[config.mk]
export PLATFORM = sky130hd
export DESIGN_NAME = pipe_ctrl_flat
export DESIGN_NICKNAME = d
export VERILOG_FILES = /design/src/rtl/pipe_ctrl_if.sv /design/src/rtl/pipe_ctrl.sv /design/src/flat_wrapper.sv
export SDC_FILE = /design/constraint.sdc
export NUM_CORES = 1
export LEC_CHECK = 0
export BUFFER_PORTS_ARGS = -buffer_cell sky130_fd_sc_hd__buf_2
export CAP_MARGIN = 15
export CORE_AREA = 2 2 75 77
export DETAILED_ROUTE_END_ITERATION = 8
export DIE_AREA = 0 0 77 79
export RECOVER_POWER = 50
export SLEW_MARGIN = 5
export SYNTH_ARGS = -nofsm -noshare
export SYNTH_HDL_FRONTEND = slang
export SYNTH_SLANG_ARGS = --single-unit
[constraint.sdc]
create_clock -name clk_i -period 2.39 [get_ports clk_i]
set_input_delay 0.478 -clock clk_i [delete_from_list [all_inputs] [get_ports clk_i]]
set_output_delay 0.478 -clock clk_i [all_outputs]
set_load 0.1 [all_outputs]
[src/rtl/pipe_ctrl_if.sv]
// Pipeline-control bus: stage stall requests, interrupt/MRET inputs, and the stall/flush/redirect/CSR-write outputs.
// The master modport belongs to the pipeline side; the slave modport belongs to pipe_ctrl.
`ifndef DATA_WIDTH
`define DATA_WIDTH 32
`endif
`ifndef CSR_ADDR_WIDTH
`define CSR_ADDR_WIDTH 12
`endif

interface pipe_ctrl_if;
    logic                       stallreq_if_i;
    logic                       stallreq_id_i;
    logic                       stallreq_ex_i;
    logic                       stallreq_mem_i;
    logic                       int_req_i;
    logic                       int_en_i;
    logic [`DATA_WIDTH-1:0]     epc_i;
    logic [`DATA_WIDTH-1:0]     mtvec_i;
    logic [`DATA_WIDTH-1:0]     mepc_i;
    logic                       mret_i;
    logic [5:0]                 stall_o;
    logic                       flush_o;
    logic                       flush_int_o;
    logic [`DATA_WIDTH-1:0]     new_pc_o;
    logic                       new_pc_valid_o;
    logic                       int_ack_o;
    logic                       csr_we_o;
    logic [`CSR_ADDR_WIDTH-1:0] csr_waddr_o;
    logic [`DATA_WIDTH-1:0]     csr_wdata_o;

    modport master (
        output stallreq_if_i, stallreq_id_i, stallreq_ex_i, stallreq_mem_i,
        output int_req_i, int_en_i, epc_i, mtvec_i, mepc_i, mret_i,
        input  stall_o, flush_o, flush_int_o, new_pc_o, new_pc_valid_o, int_ack_o,
        input  csr_we_o, csr_waddr_o, csr_wdata_o
    );

    modport slave (
        input  stallreq_if_i, stallreq_id_i, stallreq_ex_i, stallreq_mem_i,
        input  int_req_i, int_en_i, epc_i, mtvec_i, mepc_i, mret_i,
        output stall_o, flush_o, flush_int_o, new_pc_o, new_pc_valid_o, int_ack_o,
        output csr_we_o, csr_waddr_o, csr_wdata_o
    );
endinterface

[src/rtl/pipe_ctrl.sv]
// Pipeline stall/flush/trap controller: outputs decoded combinationally from state; interrupt entry 3 cycles, MRET redirect same cycle.
// A pending memory stall holds the trap in DRAIN; CTRL_DRAIN_TIMEOUT_EN adds a 15-cycle drain watchdog with sticky timeout_o.
`ifndef DATA_WIDTH
`define DATA_WIDTH 32
`endif
`ifndef CSR_ADDR_WIDTH
`define CSR_ADDR_WIDTH 12
`endif

module pipe_ctrl (
    input  logic           clk_i,
    input  logic           rst_i,
    pipe_ctrl_if.slave     bus
`ifdef CTRL_DRAIN_TIMEOUT_EN
    ,
    output logic           timeout_o
`endif
);
    localparam logic [1:0] IDLE       = 2'd0;
    localparam logic [1:0] DRAIN      = 2'd1;
    localparam logic [1:0] TRAP_EPC   = 2'd2;
    localparam logic [1:0] TRAP_CAUSE = 2'd3;

    localparam logic [`CSR_ADDR_WIDTH-1:0] CSR_MEPC   = `CSR_ADDR_WIDTH'h341;
    localparam logic [`CSR_ADDR_WIDTH-1:0] CSR_MCAUSE = `CSR_ADDR_WIDTH'h342;
    localparam logic [`DATA_WIDTH-1:0]     CAUSE_MEI  = `DATA_WIDTH'h8000000B;

    logic [1:0] state_q, state_d;
    logic       take_int;
    logic       drain_expire;
    logic [5:0] stall_prio;

    assign take_int = bus.int_req_i & bus.int_en_i;

    always_comb begin
        stall_prio = 6'b000000;
        if (bus.stallreq_mem_i)     stall_prio = 6'b011111;
        else if (bus.stallreq_ex_i) stall_prio = 6'b001111;
        else if (bus.stallreq_id_i) stall_prio = 6'b000111;
        else if (bus.stallreq_if_i) stall_prio = 6'b000011;
    end

`ifdef CTRL_DRAIN_TIMEOUT_EN
    logic [3:0] cnt_q, cnt_d;
    logic       timeout_q, timeout_d;

    // Count is 0 in the first DRAIN cycle, so cnt_q==14 marks the 15th one.
    always_comb begin
        cnt_d        = (state_q == DRAIN) ? cnt_q + 4'd1 : 4'd0;
        drain_expire = (state_q == DRAIN) && bus.stallreq_mem_i && (cnt_q == 4'd14);
        timeout_d    = timeout_q | drain_expire;
    end

    always_ff @(posedge clk_i) begin
        if (rst_i) begin
            cnt_q     <= 4'd0;
            timeout_q <= 1'b0;
        end else begin
            cnt_q     <= cnt_d;
            timeout_q <= timeout_d;
        end
    end

    assign timeout_o = timeout_q;
`else
    assign drain_expire = 1'b0;
`endif

    always_comb begin
        state_d = state_q;
        case (state_q)
            IDLE:       if (take_int) state_d = bus.stallreq_mem_i ? DRAIN : TRAP_EPC;
            DRAIN:      if (!bus.stallreq_mem_i || drain_expire) state_d = TRAP_EPC;
            TRAP_EPC:   state_d = TRAP_CAUSE;
            TRAP_CAUSE: state_d = IDLE;
            default:    state_d = IDLE;
        endcase
    end

    always_ff @(posedge clk_i) begin
        if (rst_i) state_q <= IDLE;
        else       state_q <= state_d;
    end

    // Reset gates every output so a trap cut short by reset writes nothing.
    always_comb begin
        bus.stall_o        = 6'b000000;
        bus.flush_o        = 1'b0;
        bus.flush_int_o    = 1'b0;
        bus.new_pc_o       = '0;
        bus.new_pc_valid_o = 1'b0;
        bus.int_ack_o      = 1'b0;
        bus.csr_we_o       = 1'b0;
        bus.csr_waddr_o    = '0;
        bus.csr_wdata_o    = '0;
        if (!rst_i) begin
            case (state_q)
                IDLE: begin
                    bus.stall_o = stall_prio;
                    if (bus.mret_i && !take_int) begin
                        bus.flush_o        = 1'b1;
                        bus.new_pc_valid_o = 1'b1;
                        bus.new_pc_o       = bus.mepc_i;
                    end
                end
                DRAIN: bus.stall_o = stall_prio;
                TRAP_EPC: begin
                    bus.stall_o     = 6'b000001;
                    bus.flush_o     = 1'b1;
                    bus.flush_int_o = 1'b1;
                    bus.csr_we_o    = 1'b1;
                    bus.csr_waddr_o = CSR_MEPC;
                    bus.csr_wdata_o = bus.epc_i;
                end
                TRAP_CAUSE: begin
                    bus.flush_o        = 1'b1;
                    bus.csr_we_o       = 1'b1;
                    bus.csr_waddr_o    = CSR_MCAUSE;
                    bus.csr_wdata_o    = CAUSE_MEI;
                    bus.new_pc_valid_o = 1'b1;
                    bus.new_pc_o       = bus.mtvec_i;
                    bus.int_ack_o      = 1'b1;
                end
                default: ;
            endcase
        end
    end
endmodule

[src/flat_wrapper.sv]
// flat-port wrapper written by rule: the top's interface ports become plain ports
module pipe_ctrl_flat 
  (clk_i, rst_i, bus_stallreq_if_i, bus_stallreq_id_i, bus_stallreq_ex_i, bus_stallreq_mem_i, bus_int_req_i, bus_int_en_i, bus_epc_i, bus_mtvec_i, bus_mepc_i, bus_mret_i, bus_stall_o, bus_flush_o, bus_flush_int_o, bus_new_pc_o, bus_new_pc_valid_o, bus_int_ack_o, bus_csr_we_o, bus_csr_waddr_o, bus_csr_wdata_o);
  pipe_ctrl_if bus_i ();
  input  logic clk_i;
  input  logic rst_i;
  input wire logic [$bits(bus_i.stallreq_if_i)-1:0] bus_stallreq_if_i;
  input wire logic [$bits(bus_i.stallreq_id_i)-1:0] bus_stallreq_id_i;
  input wire logic [$bits(bus_i.stallreq_ex_i)-1:0] bus_stallreq_ex_i;
  input wire logic [$bits(bus_i.stallreq_mem_i)-1:0] bus_stallreq_mem_i;
  input wire logic [$bits(bus_i.int_req_i)-1:0] bus_int_req_i;
  input wire logic [$bits(bus_i.int_en_i)-1:0] bus_int_en_i;
  input wire logic [$bits(bus_i.epc_i)-1:0] bus_epc_i;
  input wire logic [$bits(bus_i.mtvec_i)-1:0] bus_mtvec_i;
  input wire logic [$bits(bus_i.mepc_i)-1:0] bus_mepc_i;
  input wire logic [$bits(bus_i.mret_i)-1:0] bus_mret_i;
  output wire logic [$bits(bus_i.stall_o)-1:0] bus_stall_o;
  output wire logic [$bits(bus_i.flush_o)-1:0] bus_flush_o;
  output wire logic [$bits(bus_i.flush_int_o)-1:0] bus_flush_int_o;
  output wire logic [$bits(bus_i.new_pc_o)-1:0] bus_new_pc_o;
  output wire logic [$bits(bus_i.new_pc_valid_o)-1:0] bus_new_pc_valid_o;
  output wire logic [$bits(bus_i.int_ack_o)-1:0] bus_int_ack_o;
  output wire logic [$bits(bus_i.csr_we_o)-1:0] bus_csr_we_o;
  output wire logic [$bits(bus_i.csr_waddr_o)-1:0] bus_csr_waddr_o;
  output wire logic [$bits(bus_i.csr_wdata_o)-1:0] bus_csr_wdata_o;
  assign bus_i.stallreq_if_i = bus_stallreq_if_i;
  assign bus_i.stallreq_id_i = bus_stallreq_id_i;
  assign bus_i.stallreq_ex_i = bus_stallreq_ex_i;
  assign bus_i.stallreq_mem_i = bus_stallreq_mem_i;
  assign bus_i.int_req_i = bus_int_req_i;
  assign bus_i.int_en_i = bus_int_en_i;
  assign bus_i.epc_i = bus_epc_i;
  assign bus_i.mtvec_i = bus_mtvec_i;
  assign bus_i.mepc_i = bus_mepc_i;
  assign bus_i.mret_i = bus_mret_i;
  assign bus_stall_o = bus_i.stall_o;
  assign bus_flush_o = bus_i.flush_o;
  assign bus_flush_int_o = bus_i.flush_int_o;
  assign bus_new_pc_o = bus_i.new_pc_o;
  assign bus_new_pc_valid_o = bus_i.new_pc_valid_o;
  assign bus_int_ack_o = bus_i.int_ack_o;
  assign bus_csr_we_o = bus_i.csr_we_o;
  assign bus_csr_waddr_o = bus_i.csr_waddr_o;
  assign bus_csr_wdata_o = bus_i.csr_wdata_o;
  pipe_ctrl u_core (.clk_i(clk_i), .rst_i(rst_i), .bus(bus_i));
endmodule
==> results.json <==
{
  "status": "complete, no violations",
  "yosysSeqAreaShare_pct": 4.07,
  "htree_levels": 1,
  "hold_buffers": 0,
  "clk_latency_ps": 210,
  "die_area_sq_mm": 0.00608,
  "drt_wl_total_mm": 6.06,
  "synth-compound-area-share_pct": 39.4,
  "critical-path-slowest-cell": "dfxtp_4",
  "core_sq_mm": 0.00534,
  "hpwl_mm": 4.69,
  "vias_per_cell": 4.64,
  "setup_violations": 0,
  "path_clk_slew_ps": 30,
  "grt_pass1_vias": 1863,
  "largest_register_ffs": 2,
  "ys_ff_latch": 2,
  "clock-sinks": 2,
  "synth_xor_area_share_pct": 0,
  "yosys.area_share.adder_pct": 7.62,
  "syn_avg_cell_area_sq_um": 7.24,
  "power_mw": 2.46,
  "synthCells": 136,
  "power_density_mw_per_mm2": 864,
  "gp_congestion": 0.782,
  "crit_buf_inv": 3,
  "io_buffers": 183,
  "antenna_found_initial": 1,
  "crit_type": "register to output port",
  "antenna_cells": 0,
  "synth_area_sq_um": 985,
  "multiInputGateArea_sq_um": 905,
  "cts_buffers": 3,
  "cap_violations": 0,
  "drt_pass1_iterations": 4,
  "critPathMaxFanout": 16,
  "slew-limit-headroom_pct": 63.4,
  "slowest_delay_ps": 370,
  "area_growth_pct": 189,
  "drive_gt1_share_pct": 78.8,
  "postRouteAntennaNets": 0,
  "drt_iter0_markers": 36,
  "clock_path_buffers": 2,
  "p_leak_nw": 1.54,
  "final_common_cell": "buf_2",
  "grt_max_degree": 32,
  "die_h_um": 79,
  "top_register": "u_core.state_q",
  "cts_tree": "built",
  "slew_viol_final": 0,
  "fmax_ghz": 0.430,
  "crit_chain": "inv_2 -> ha_4 -> nor2_4 -> and2_4 -> bufbuf_16 -> a22o_2 -> buf_12",
  "fin_nets": 424,
  "grtUsageTotal_pct": 18.7,
  "hp-class": "register to register",
  "io-pin-count": 192,
  "seqCellArea_sq_um": 43.8,
  "start_util_pct": 18.4,
  "die_w_um": 77,
  "cp.required_ps": 1910,
  "pre_cts_slack_ps": 55.5,
  "root_buffer": "clkbuf_8",
  "synth_top_family_by_area": "compound AO/OA/AOI/OAI gates",
  "fillers": 494,
  "vias": 1778,
  "cp-start-kind": "register",
  "yosys.area_share.simple_pct": 27.8,
  "fp-row-count": 27,
  "crit_arrival_ps": 1850,
  "most-common-layout-cells": "buf_2 (107), buf_12 (42), a22o_2 (32)",
  "ys_types": 29,
  "cp_top_family": "buffers and inverters",
  "grt_pass1_wl_mm": 9.12,
  "hold_viol_final": 0,
  "synth.area.mux_share_pct": 0,
  "largestRegisters": "u_core.state_q (2)",
  "fin_util_pct": 53.4,
  "drt-wirelength-per-cell_um": 15.8,
  "min_period_ps": 2320,
  "worst_pin_slew_ps": 551,
  "setup_ws_ps": 65.0,
  "cp-end-kind": "output port",
  "ir_drop_mv": 0.389,
  "drc": 0,
  "yosys_warnings": 0,
  "grt_overflow": 0,
  "fin_skew_ps": 0.548,
  "finalCritPeriodShare_pct": 97.3,
  "rsz0062_at_grt": "no"
}
==> per-layer routing <==
metal  up-vias  track usage, %  routed length [um]
met5         -               0                  20
met4         2            2.14                   1
met3         2            6.14                 616
met2       110            37.7                3380
met1       815            19.1                2040
li1        849               -                   -
==> cell type report <==
type,instances,share of cell area (%)
repair buffers,189,61.4
multi-input cells,112,31.8
well taps,72,3.16
flip-flops and latches,2,1.54
clock buffers,3,1.45
inverters,5,0.659
==> worst register-to-register path: cells and delay by family (launching register included) <==
kind / cells / cell delay (ps)
AO/OA/AOI/OAI: 3 / 760
adder cells (fa/ha/maj): 1 / 210
buffers and inverters: 1 / 110
flip-flops: 1 / 350
==> kinds of logic after synthesis <==
logic type / count (synthesis)
AOI/OAI and AO/OA: 48
adders and majority gates: 6
buffers and inverters: 32
DFF: 2
other: 1
and+or+nand+nor: 47
==> cells in the mapped netlist <==
cell type / count / area share [%]
nor2_2: 1 / 0.64
clkbuf_1: 6 / 2.3
and2_1: 2 / 1.3
buf_6: 4 / 4.6
and3_1: 28 / 18
nor2_1: 7 / 2.7
a211oi_1: 1 / 0.76
a31oi_1: 1 / 0.64
conb_1: 1 / 0.38
nor4_1: 1 / 0.64
inv_1: 5 / 1.9
buf_4: 13 / 9.9
clkbuf_2: 1 / 0.51
a21oi_1: 1 / 0.51
o41ai_1: 1 / 0.89
nand2_1: 2 / 0.76
a22o_1: 32 / 28
buf_2: 3 / 1.5
a21boi_0: 1 / 0.76
or2_2: 1 / 0.64
and4_4: 1 / 1.1
o21ai_0: 5 / 2.5
o311a_1: 1 / 1.0
nor3_1: 2 / 1.0
dfxtp_1: 2 / 4.1
ha_1: 6 / 7.6
a21o_1: 4 / 3.0
o211ai_1: 1 / 0.76
nor2b_1: 2 / 1.3
==> report_power, final <==
part / leakage, nW / internal [mW] / switching (mW)
Clock: 0.0216 / 0.107 / 0.0268
Sequential: 0.0172 / 0.0479 / 0.0132
Combinational: 1.50 / 0.698 / 1.57
Total: 1.54 / 0.852 / 1.61
==> final timing paths <==
path | start | to | slack (ps) | cells past startpoint
max | u_core.state_q[0] | bus_new_pc_o[27] | 70 | 7
min | u_core.state_q[1] | u_core.state_q[1] | 670 | 3
max reg2reg | u_core.state_q[0] | u_core.state_q[0] | 840 | 5
min reg2reg | u_core.state_q[1] | u_core.state_q[1] | 670 | 3
==> stage by stage <==
step                TNS (ps)  cells  hold slack (ps)  area, sq um
finish                     0    383              666         2850
global route               0    383              698         2850
CTS                        0    383              642         3190
detailed placement         0    375              631         3040
global placement           0    375              603         3040
floorplan              -1470    143              525         1110
==> timing repair <==
action | CTS | global route
cloned | 4 | 0
resized for setup | 7 | 6
endpoints found under the hold margin | 0 | 0
endpoints found under the setup margin | 32 | 36
setup buffers | 1 | 0
pin swaps | 3 | 0
No activity file was read; power rests on OpenSTA's default activity.
